===== src/rtl/min_sort_ctrl.sv =====
// -----------------------------------------------------------------------------
// sort_pkg / min_sort_ctrl
//
// Purpose:
//   Controller for the combinational minimum-mask core. It collects a batch of
//   M words of N bits, one per accepted input. It presents the batch to the
//   core as o_chi and reads back slice 0 of the core's h-matrix, which is the
//   minimum-candidate mask. It then emits the words in ascending order, one
//   per output handshake. Each emitted word is retired by overwriting it with
//   all-ones, so it can never win a later selection.
//
// Ports:
//   i_clk       in   1      clock, single domain
//   i_rst_n     in   1      synchronous, active-low reset
//   i_data      in   N      input word
//   i_valid     in   1      i_data valid
//   o_ready     out  1      block accepts input this cycle (LOAD)
//   o_chi       out  M x N  batch vector to the core, word k at o_chi[k]
//   i_h_matrix  in   N x M  h-matrix from the core, only slice 0 is used
//   o_data      out  N      current minimum word
//   o_idx       out  IW     original load index of o_data (SORT_IDX_OUT_EN only)
//   o_valid     out  1      o_data valid (EMIT)
//   i_ready     in   1      downstream accepts o_data
//   o_last      out  1      o_data is the final word of the batch
//   o_busy      out  1      batch in progress
//
// Configuration macro:
//   SORT_IDX_OUT_EN  when defined, the o_idx port exists and carries the
//                    selected index. Sorting behaviour is identical either way.
// -----------------------------------------------------------------------------
package sort_pkg;
    localparam int M = 4;
    localparam int N = 8;
endpackage

module min_sort_ctrl
    import sort_pkg::*;
#(
    localparam int IW = (M > 1) ? $clog2(M) : 1
) (
    input  logic                  i_clk,
    input  logic                  i_rst_n,
    input  logic [N-1:0]          i_data,
    input  logic                  i_valid,
    output logic                  o_ready,
    output logic [M-1:0][N-1:0]   o_chi,
    input  logic [N-1:0][M-1:0]   i_h_matrix,
    output logic [N-1:0]          o_data,
`ifdef SORT_IDX_OUT_EN
    output logic [IW-1:0]         o_idx,
`endif
    output logic                  o_valid,
    input  logic                  i_ready,
    output logic                  o_last,
    output logic                  o_busy
);

    typedef enum logic {
        S_LOAD = 1'b0,
        S_EMIT = 1'b1
    } state_t;

    localparam logic [IW:0] LAST_CNT = (IW+1)'(M - 1);

    state_t               state;
    logic [IW:0]          cnt;
    logic [M-1:0]         active;
    logic [M-1:0][N-1:0]  chi_reg;

    logic [M-1:0]         cand;
    logic [IW-1:0]        sel;
    logic                 emit;
    logic                 last_hit;

    // Lowest set bit wins, which makes equal values leave in load order.
    function automatic logic [IW-1:0] lowest_set(input logic [M-1:0] v);
        logic [IW-1:0] r;
        r = '0;
        for (int k = M - 1; k >= 0; k--) begin
            if (v[k]) r = IW'(k);
        end
        return r;
    endfunction

    // Only slice 0 of the h-matrix carries the minimum mask.
    generate
        if (N > 1) begin : g_hm_unused
            logic unused_hm;
            assign unused_hm = ^i_h_matrix[N-1:1];
        end
    endgenerate

    // ---- selection: core mask -> priority encoder -> output mux ----
    // Retired slots hold all-ones and are also masked off by active, so an
    // all-ones minimum still resolves to the lowest live index.
    assign emit     = (state == S_EMIT);
    assign cand     = i_h_matrix[0] & active;
    assign sel      = lowest_set(cand);
    assign last_hit = (cnt == LAST_CNT);

    assign o_chi    = chi_reg;
    assign o_ready  = (state == S_LOAD);
    assign o_valid  = emit;
    assign o_data   = emit ? chi_reg[sel] : '0;
    assign o_last   = emit & last_hit;
    assign o_busy   = emit | (cnt != '0);
`ifdef SORT_IDX_OUT_EN
    assign o_idx    = emit ? sel : '0;
`endif

    // ---- registered state: batch storage and control ----
    always_ff @(posedge i_clk) begin
        if (!i_rst_n) begin
            state   <= S_LOAD;
            cnt     <= '0;
            active  <= '0;
            chi_reg <= '0;
        end else begin
            case (state)
                S_LOAD: begin
                    if (i_valid) begin
                        chi_reg[cnt[IW-1:0]] <= i_data;
                        active[cnt[IW-1:0]]  <= 1'b1;
                        if (last_hit) begin
                            state <= S_EMIT;
                            cnt   <= '0;
                        end else begin
                            cnt <= cnt + 1'b1;
                        end
                    end
                end
                S_EMIT: begin
                    if (i_ready) begin
                        chi_reg[sel] <= '1;
                        active[sel]  <= 1'b0;
                        if (last_hit) begin
                            state  <= S_LOAD;
                            cnt    <= '0;
                            active <= '0;
                        end else begin
                            cnt <= cnt + 1'b1;
                        end
                    end
                end
                default: begin
                    state <= S_LOAD;
                    cnt   <= '0;
                end
            endcase
        end
    end

endmodule


===== config.mk =====
export PLATFORM = sky130hd
export DESIGN_NAME = min_sort_ctrl
export DESIGN_NICKNAME = d
export VERILOG_FILES = /design/src/rtl/min_sort_ctrl.sv
export SDC_FILE = /design/constraint.sdc
export NUM_CORES = 1
export LEC_CHECK = 0
export ABC_AREA = 1
export CAP_MARGIN = 5
export CELL_PAD_IN_SITES_DETAIL_PLACEMENT = 1
export CELL_PAD_IN_SITES_GLOBAL_PLACEMENT = 1
export CORE_UTILIZATION = 27
export CTS_BUF_LIST = sky130_fd_sc_hd__clkbuf_4
export DETAILED_ROUTE_END_ITERATION = 8
export GPL_ROUTABILITY_DRIVEN = 1
export PLACE_DENSITY = 0.83
export SYNTH_ARGS = -nofsm -noshare
export SYNTH_HDL_FRONTEND = slang
export SYNTH_SLANG_ARGS = --single-unit

===== constraint.sdc =====
create_clock -name i_clk -period 1.3 [get_ports i_clk]
set_clock_uncertainty 0.1 [all_clocks]
set_input_delay 0.26 -clock i_clk [delete_from_list [all_inputs] [get_ports i_clk]]
set_output_delay 0.26 -clock i_clk [all_outputs]
set_load 0.01 [all_outputs]

==> results.py, run 1 <==
metrics = {
    "outcome": {
        "status": "finished with violations",
        "violations": "setup timing",
    },
    "placement": {
        "io_buffers": 59,
        "place_hpwl_um": 6400,
        "place.gp.congestion": 0.793,
        "pre_cts_ws_ns": -1.24,
    },
    "clocking": {
        "clk_path_buf_depth": 2,
        "clkLatencyLatePin_ns": 0.40,
        "htreeDepth": 2,
        "cts.clk_slew.worst_paths_ns": 0.15,
        "cts_buffers": 5,
        "cts_tree": "built",
        "cts-hold-fix-buffers": 0,
        "cts.sinks": 40,
        "root_buffer": "clkbuf_4",
    },
    "drt": {
        "first_pass_iters": 4,
        "drc": 0,
        "drt_iter0_drc": 167,
        "via_count": 3336,
        "wirelength_um": 17400,
        "ant_nets": 0,
        "viasPerCell": 5.63,
        "wl_per_cell_um": 29.3,
    },
    "worst_setup_path": {
        "cp_slowest_stage_delay_ns": 0.40,
        "end_kind": "output port",
        "cp_slowest_cell": "dfxtp_2",
        "crit_type": "register to output port",
        "arrival_ns": 1.91,
        "critPathMaxFanout": 6,
        "critical_path_required_ns": 0.94,
        "path_buf_inv": 5,
        "cpLargestDelayFamily": "simple AND/OR/NAND/NOR gates",
        "cp_cell_sequence": "nand2_4 -> buf_6 -> nand2_4 -> buf_6 -> buf_6 -> nand4_1 -> nand3_2 -> nand2_2 -> inv_2 -> buf_6",
        "cp-start-kind": "register",
        "path_common_cell": "buf_6",
    },
    "power_and_ir_drop": {
        "p_clk_share_pct": 16.2,
        "p_sw_mw": 1.82,
        "intPower_mw": 2.64,
        "power_frac_seq_pct": 33.1,
        "vdd_drop_max_mv": 0.605,
        "leakage_nw": 2.25,
        "power_density_nw_per_um2": 861,
        "share_comb_of_total_power_pct": 50.7,
        "p_sw_share_pct": 40.7,
    },
    "floorplan": {
        "fp.dieH_um": 90.4,
        "fp.dieArea_um2": 8170,
        "io-pin-count": 88,
        "die_w_um": 90.4,
        "rows": 31,
        "core_area_um2": 7410,
        "start_util_pct": 28.5,
    },
    "cells_and_area": {
        "nFillCells": 771,
        "drive_above_1_share_pct": 78.1,
        "multiInputGateArea_um2": 1830,
        "area_delta_synth_final_pct": 145,
        "seqCellArea_um2": 860,
        "final_util_pct": 69.9,
        "layout_common_cells": "108 x buf_6, 49 x buf_4, 38 x inv_1",
        "final_nets": 540,
        "final_common_cell": "buf_6",
    },
    "synthesis": {
        "ys_warn_count": 0,
        "postSynthAreaPerCell_um2": 6.89,
        "syn_inst": 306,
        "yosysTopAreaCell": "dfxtp_1",
        "synth.distinct_cells": 24,
        "synth_seq_cells": 40,
        "yosys-top-cells-area": "dfxtp_1 38%, inv_1 9.6%, nand3_1 9.5%",
        "syn-num-nets": 354,
        "yosysSeqAreaShare_pct": 38.0,
        "synth.top_cell.area_share_pct": 38.0,
        "netlist_area_um2": 2110,
    },
    "timing": {
        "timing.fmax_mhz": 440,
        "finalHoldViolCount": 0,
        "worstMarginPinSlew_ns": 0.454,
        "rsz0062_at_grt": "yes",
        "relSlewSlack_pct": 69.6,
        "drv_slew": 0,
        "layout_setup_ws_ns": -0.970,
        "setup_viol": 83,
        "post-route-period-util_pct": 175,
        "period_needed_ns": 2.27,
    },
    "grt": {
        "gr-usage-all-layers_pct": 32.4,
        "grt_pass1_wl_um": 20100,
        "grt-ovfl-total": 0,
        "grt_pass1_vias": 3478,
        "grt_max_degree": 19,
        "grt_antenna_before_repair": 1,
    },
    "flow_run": {
        "max_cap_violations": 0,
    },
    "hold_path": {
        "hold_class": "register to register",
    },
}
timing repair:
| action | CTS | global route |
|---|---|---|
| gates resized for setup | 399 | 180 |
| pin swaps | 38 | 39 |
| buffers inserted | 48 | 37 |
| cloned | 3 | 1 |
| setup endpoints to repair | 83 | 84 |
layer usage:
metal,GRT usage (%),routed length (um)
met1,36.9,6630
met2,57.3,8410
met3,6.90,1280
met4,15.9,1070
met5,0,0
worst register-to-register path: stages, from the launching register on:
cell and delay (ns):
dfxtp_4 0.43, nand2_8 0.07, nor2_4 0.20, buf_6 0.17
buf_4 0.13, nand2_2 0.08, nand2_2 0.10, o21ai_4 0.07
buf_12 0.15, a21oi_2 0.15
per-stage QoR:
| stage | instance area (um2) | cells | hold slack (ns) | total power [mW] | setup TNS [ns] |
|---|---|---|---|---|---|
| 2_1_floorplan | 2140 | 306 | 0.272 | 1.87 | -2.52 |
| 6_report | 5180 | 593 | 0.497 | 4.46 | -22.65 |
| 3_5_place_dp | 3370 | 525 | 0.451 | 2.54 | -31.33 |
| 3_3_place_gp | 3370 | 525 | 0.430 | 2.48 | -28.61 |
| 5_1_grt | 5180 | 593 | 0.510 | 4.55 | -24.52 |
| 4_1_cts | 4360 | 572 | 0.451 | 3.68 | -14.39 |
worst paths after layout:
check,start,endpoint,slack (ns),cells after the start
worst min-delay path,o_chi[27],o_chi[27],0.50,3
worst min register to register,o_chi[27],o_chi[27],0.50,3
worst max register to register,active[3],o_chi[25],-0.40,9
worst max-delay path,active[1],o_data[0],-0.97,10
logic make-up after synthesis:
family / Yosys count / share of synthesized area (%)
buffers and inverters: 70 / 13.1
AND/OR/NAND/NOR: 120 / 26.6
flip-flops: 40 / 38.0
AO/OA/AOI/OAI: 72 / 19.9
adder cells (fa/ha/maj): 4 / 2.37
cells in the mapped netlist:
cell type / count
inv_1: 54
nand2_1: 52
dfxtp_1: 40
nand3_1: 40
a21oi_1: 30
o21ai_0: 28
nor2_1: 9
a21oi_2: 8
nand4_1: 8
nand2_2: 7
clkbuf_1: 6
ha_1: 4
inv_2: 4
clkinv_1: 3
nor2_4: 3
o21ai_4: 2
a221oi_1: 1
a31oi_1: 1
buf_4: 1
buf_6: 1
inv_4: 1
nor3_1: 1
o211ai_1: 1
o21ai_1: 1
area by class of cell:
class                   instances  share of cell area, %
clock inverters                 3                  0.266
diodes                          1                 0.0483
clock buffers                   5                  0.725
multi-input cells             196                   35.4
inverters                      62                   5.15
flip-flops and latches         40                   16.6
well taps                      99                   2.39
repair buffers                187                   39.4
power by group through the flow:
stage               clock (mW)  sequential, mW  combinational, mW
detailed placement           0            1.43               1.10
finish                   0.724            1.48               2.26
floorplan                    0            1.47              0.402
global placement             0            1.42               1.06
global route             0.761            1.48               2.31
CTS                      0.665            1.43               1.58
sequential cells by signal (all words and copies together) (netlist names):
register / cells
o_valid: 1
active: 4
cnt: 3
o_chi: 32
(Power assumes the default switching activity.)
==> inputs of run 2 (changes only) <==
Settings changed: CORE_MARGIN set to 3, SETUP_SLACK_MARGIN set to 0.05.
==> run 2 against run 1 <==
  * The run still ends with setup timing left
  * Die area up 9.0%
  * Largest cell class unchanged
  * Sequential cell count unchanged
  * Count of clock-buffer cells in the layout unchanged
  * Cell count down 0.51%
  * Non-clock buffer count down 3
  * Register-to-register slack about the same
  * Design area down 3.9%
==> results.py, run 2 (same netlist as run 1, synthesis figures left out) <==
metrics = {
    "hold_path": {
        "hold_class": "primary input to register",
    },
    "grt": {
        "grt_pass1_wl_um": 20000,
        "grt_pass1_vias": 3425,
        "grt-ovfl-total": 0,
        "grt_max_degree": 18,
        "grt_antenna_before_repair": 1,
        "gr-usage-all-layers_pct": 29.9,
    },
    "timing": {
        "layout_setup_ws_ns": -0.973,
        "worstMarginPinSlew_ns": 0.410,
        "timing.fmax_mhz": 440,
        "drv_slew": 0,
        "post-route-period-util_pct": 175,
        "relSlewSlack_pct": 72.4,
        "period_needed_ns": 2.27,
        "fin_tns_setup_ns": -21.85,
        "rsz0062_at_grt": "yes",
        "holdWs_ns": 0.459,
        "finalHoldViolCount": 0,
        "setup_viol": 84,
    },
    "placement": {
        "pre_cts_ws_ns": -1.23,
        "place.gp.congestion": 0.832,
        "place_hpwl_um": 6680,
        "io_buffers": 59,
        "place_inst": 525,
    },
    "power_and_ir_drop": {
        "power_density_nw_per_um2": 867,
        "vdd_drop_max_mv": 0.506,
        "leakage_nw": 2.14,
    },
    "drt": {
        "viasPerCell": 5.58,
        "first_pass_iters": 5,
        "wirelength_um": 16500,
        "wl_per_cell_um": 28.0,
        "drc": 0,
        "drt_iter0_drc": 262,
        "via_count": 3295,
        "ant_nets": 0,
    },
    "worst_setup_path": {
        "arrival_ns": 1.91,
        "critical_path_required_ns": 0.94,
        "cp-start-kind": "register",
        "critPathMaxFanout": 5,
        "crit_type": "register to output port",
        "end_kind": "output port",
    },
    "clocking": {
        "clkLatencyLatePin_ns": 0.39,
        "htreeDepth": 2,
        "cts_buffers": 5,
        "root_buffer": "clkbuf_4",
        "clk_path_buf_depth": 2,
        "cts.sinks": 40,
        "cts_tree": "built",
        "cts.clk_slew.worst_paths_ns": 0.14,
    },
    "cells_and_area": {
        "nFillCells": 811,
        "area_delta_synth_final_pct": 136,
        "largest_reg_flops": 32,
        "final_util_pct": 67.2,
        "instances_no_fill": 590,
        "layout_common_cells": "112 x buf_6, 46 x buf_4, 39 x inv_1",
        "drive_above_1_share_pct": 72.2,
        "final_common_cell": "buf_6",
        "final_nets": 537,
    },
    "floorplan": {
        "fp.dieArea_um2": 8910,
        "fp.dieH_um": 94.4,
        "die_w_um": 94.4,
        "core_area_um2": 7410,
        "start_util_pct": 28.5,
        "rows": 31,
        "io-pin-count": 88,
    },
    "outcome": {
        "violations": "setup timing",
        "status": "finished with violations",
    },
    "flow_run": {
        "max_cap_violations": 0,
    },
}
run 2: cell types whose count changed in the layout (fill, tap and decap cells not counted), sizes merged:
cell,previous run,this run
buf,171,168
dlygate4sd2,3,4
clkinvlp,0,2
clkinv,5,3
clkdlybuf4s50,12,11
run 2: layout make-up:
type | instances | area [um2] | share of cell area, %
inverter | 62 | 265 | 5.33
sequential | 40 | 862 | 17.3
antenna | 1 | 2.50 | 0.0503
timing repair buffer | 184 | 1980 | 39.7
tap | 99 | 124 | 2.49
clock buffer | 5 | 37.5 | 0.754
multi-input combinational | 196 | 1690 | 33.9
clock inverter | 3 | 18.8 | 0.377
run 2: path summary, 6_finish.rpt:
| check | endpoint | slack, ns | startpoint | cells after the start |
|---|---|---|---|---|
| hold / removal | o_valid | 0.46 | i_ready | 2 |
| setup / recovery | o_data[2] | -0.97 | active[0] | 12 |
| setup reg to reg | o_chi[27] | -0.39 | active[0] | 11 |
| hold reg to reg | o_chi[8] | 0.51 | o_chi[8] | 3 |
run 2: through the flow:
| stage | cell area, um2 | total power [mW] |
|---|---|---|
| after floorplan | 2140 | 1.87 |
| after global placement | 3380 | 2.48 |
| after detailed placement | 3380 | 2.54 |
| after CTS | 4330 | 3.68 |
| after global routing | 4980 | 4.43 |
| final | 4980 | 4.32 |
run 2: repair_timing:
| action | CTS | global route |
|---|---|---|
| hold buffers | 0 | 0 |
| gates cloned | 2 | 1 |
| buffers inserted | 44 | 35 |
| endpoints found under the setup margin | 83 | 84 |
| resized for setup | 393 | 135 |
| pin swaps | 39 | 42 |
run 2: layer usage:
layer | global-route usage (%) | wire, um | part of all wire [%]
met5 | 0 | 0 | 0
met3 | 4.14 | 1100 | 6.6
met2 | 51.8 | 8060 | 49
met4 | 13.5 | 992 | 6.0
met1 | 36.7 | 6390 | 39
run 2: report_power, final:
group          switching (mW)  internal (mW)  total [mW]  leakage (nW)
Combinational            1.08           1.03        2.11          1.77
Clock                   0.527          0.204       0.731        0.0249
Sequential              0.123           1.35        1.47         0.345
Total                    1.73           2.59        4.32          2.14
run 2: worst max-delay path: stages, from the launching register on:
cell	delay, ns
dfxtp_2	0.37
nand2_2	0.09
nand2_2	0.12
inv_4	0.06
buf_12	0.12
buf_12	0.13
nand3_1	0.13
nand2_1	0.11
inv_2	0.07
nand3_2	0.08
nand2_2	0.09
inv_2	0.04
buf_6	0.11
==> inputs of run 3 (changes only) <==
Settings changed: ABC_CLOCK_PERIOD_IN_PS set to 1300.
==> results of run 3 <==
Same layout as run 2: the final DEF is identical, and so are final timing and power.
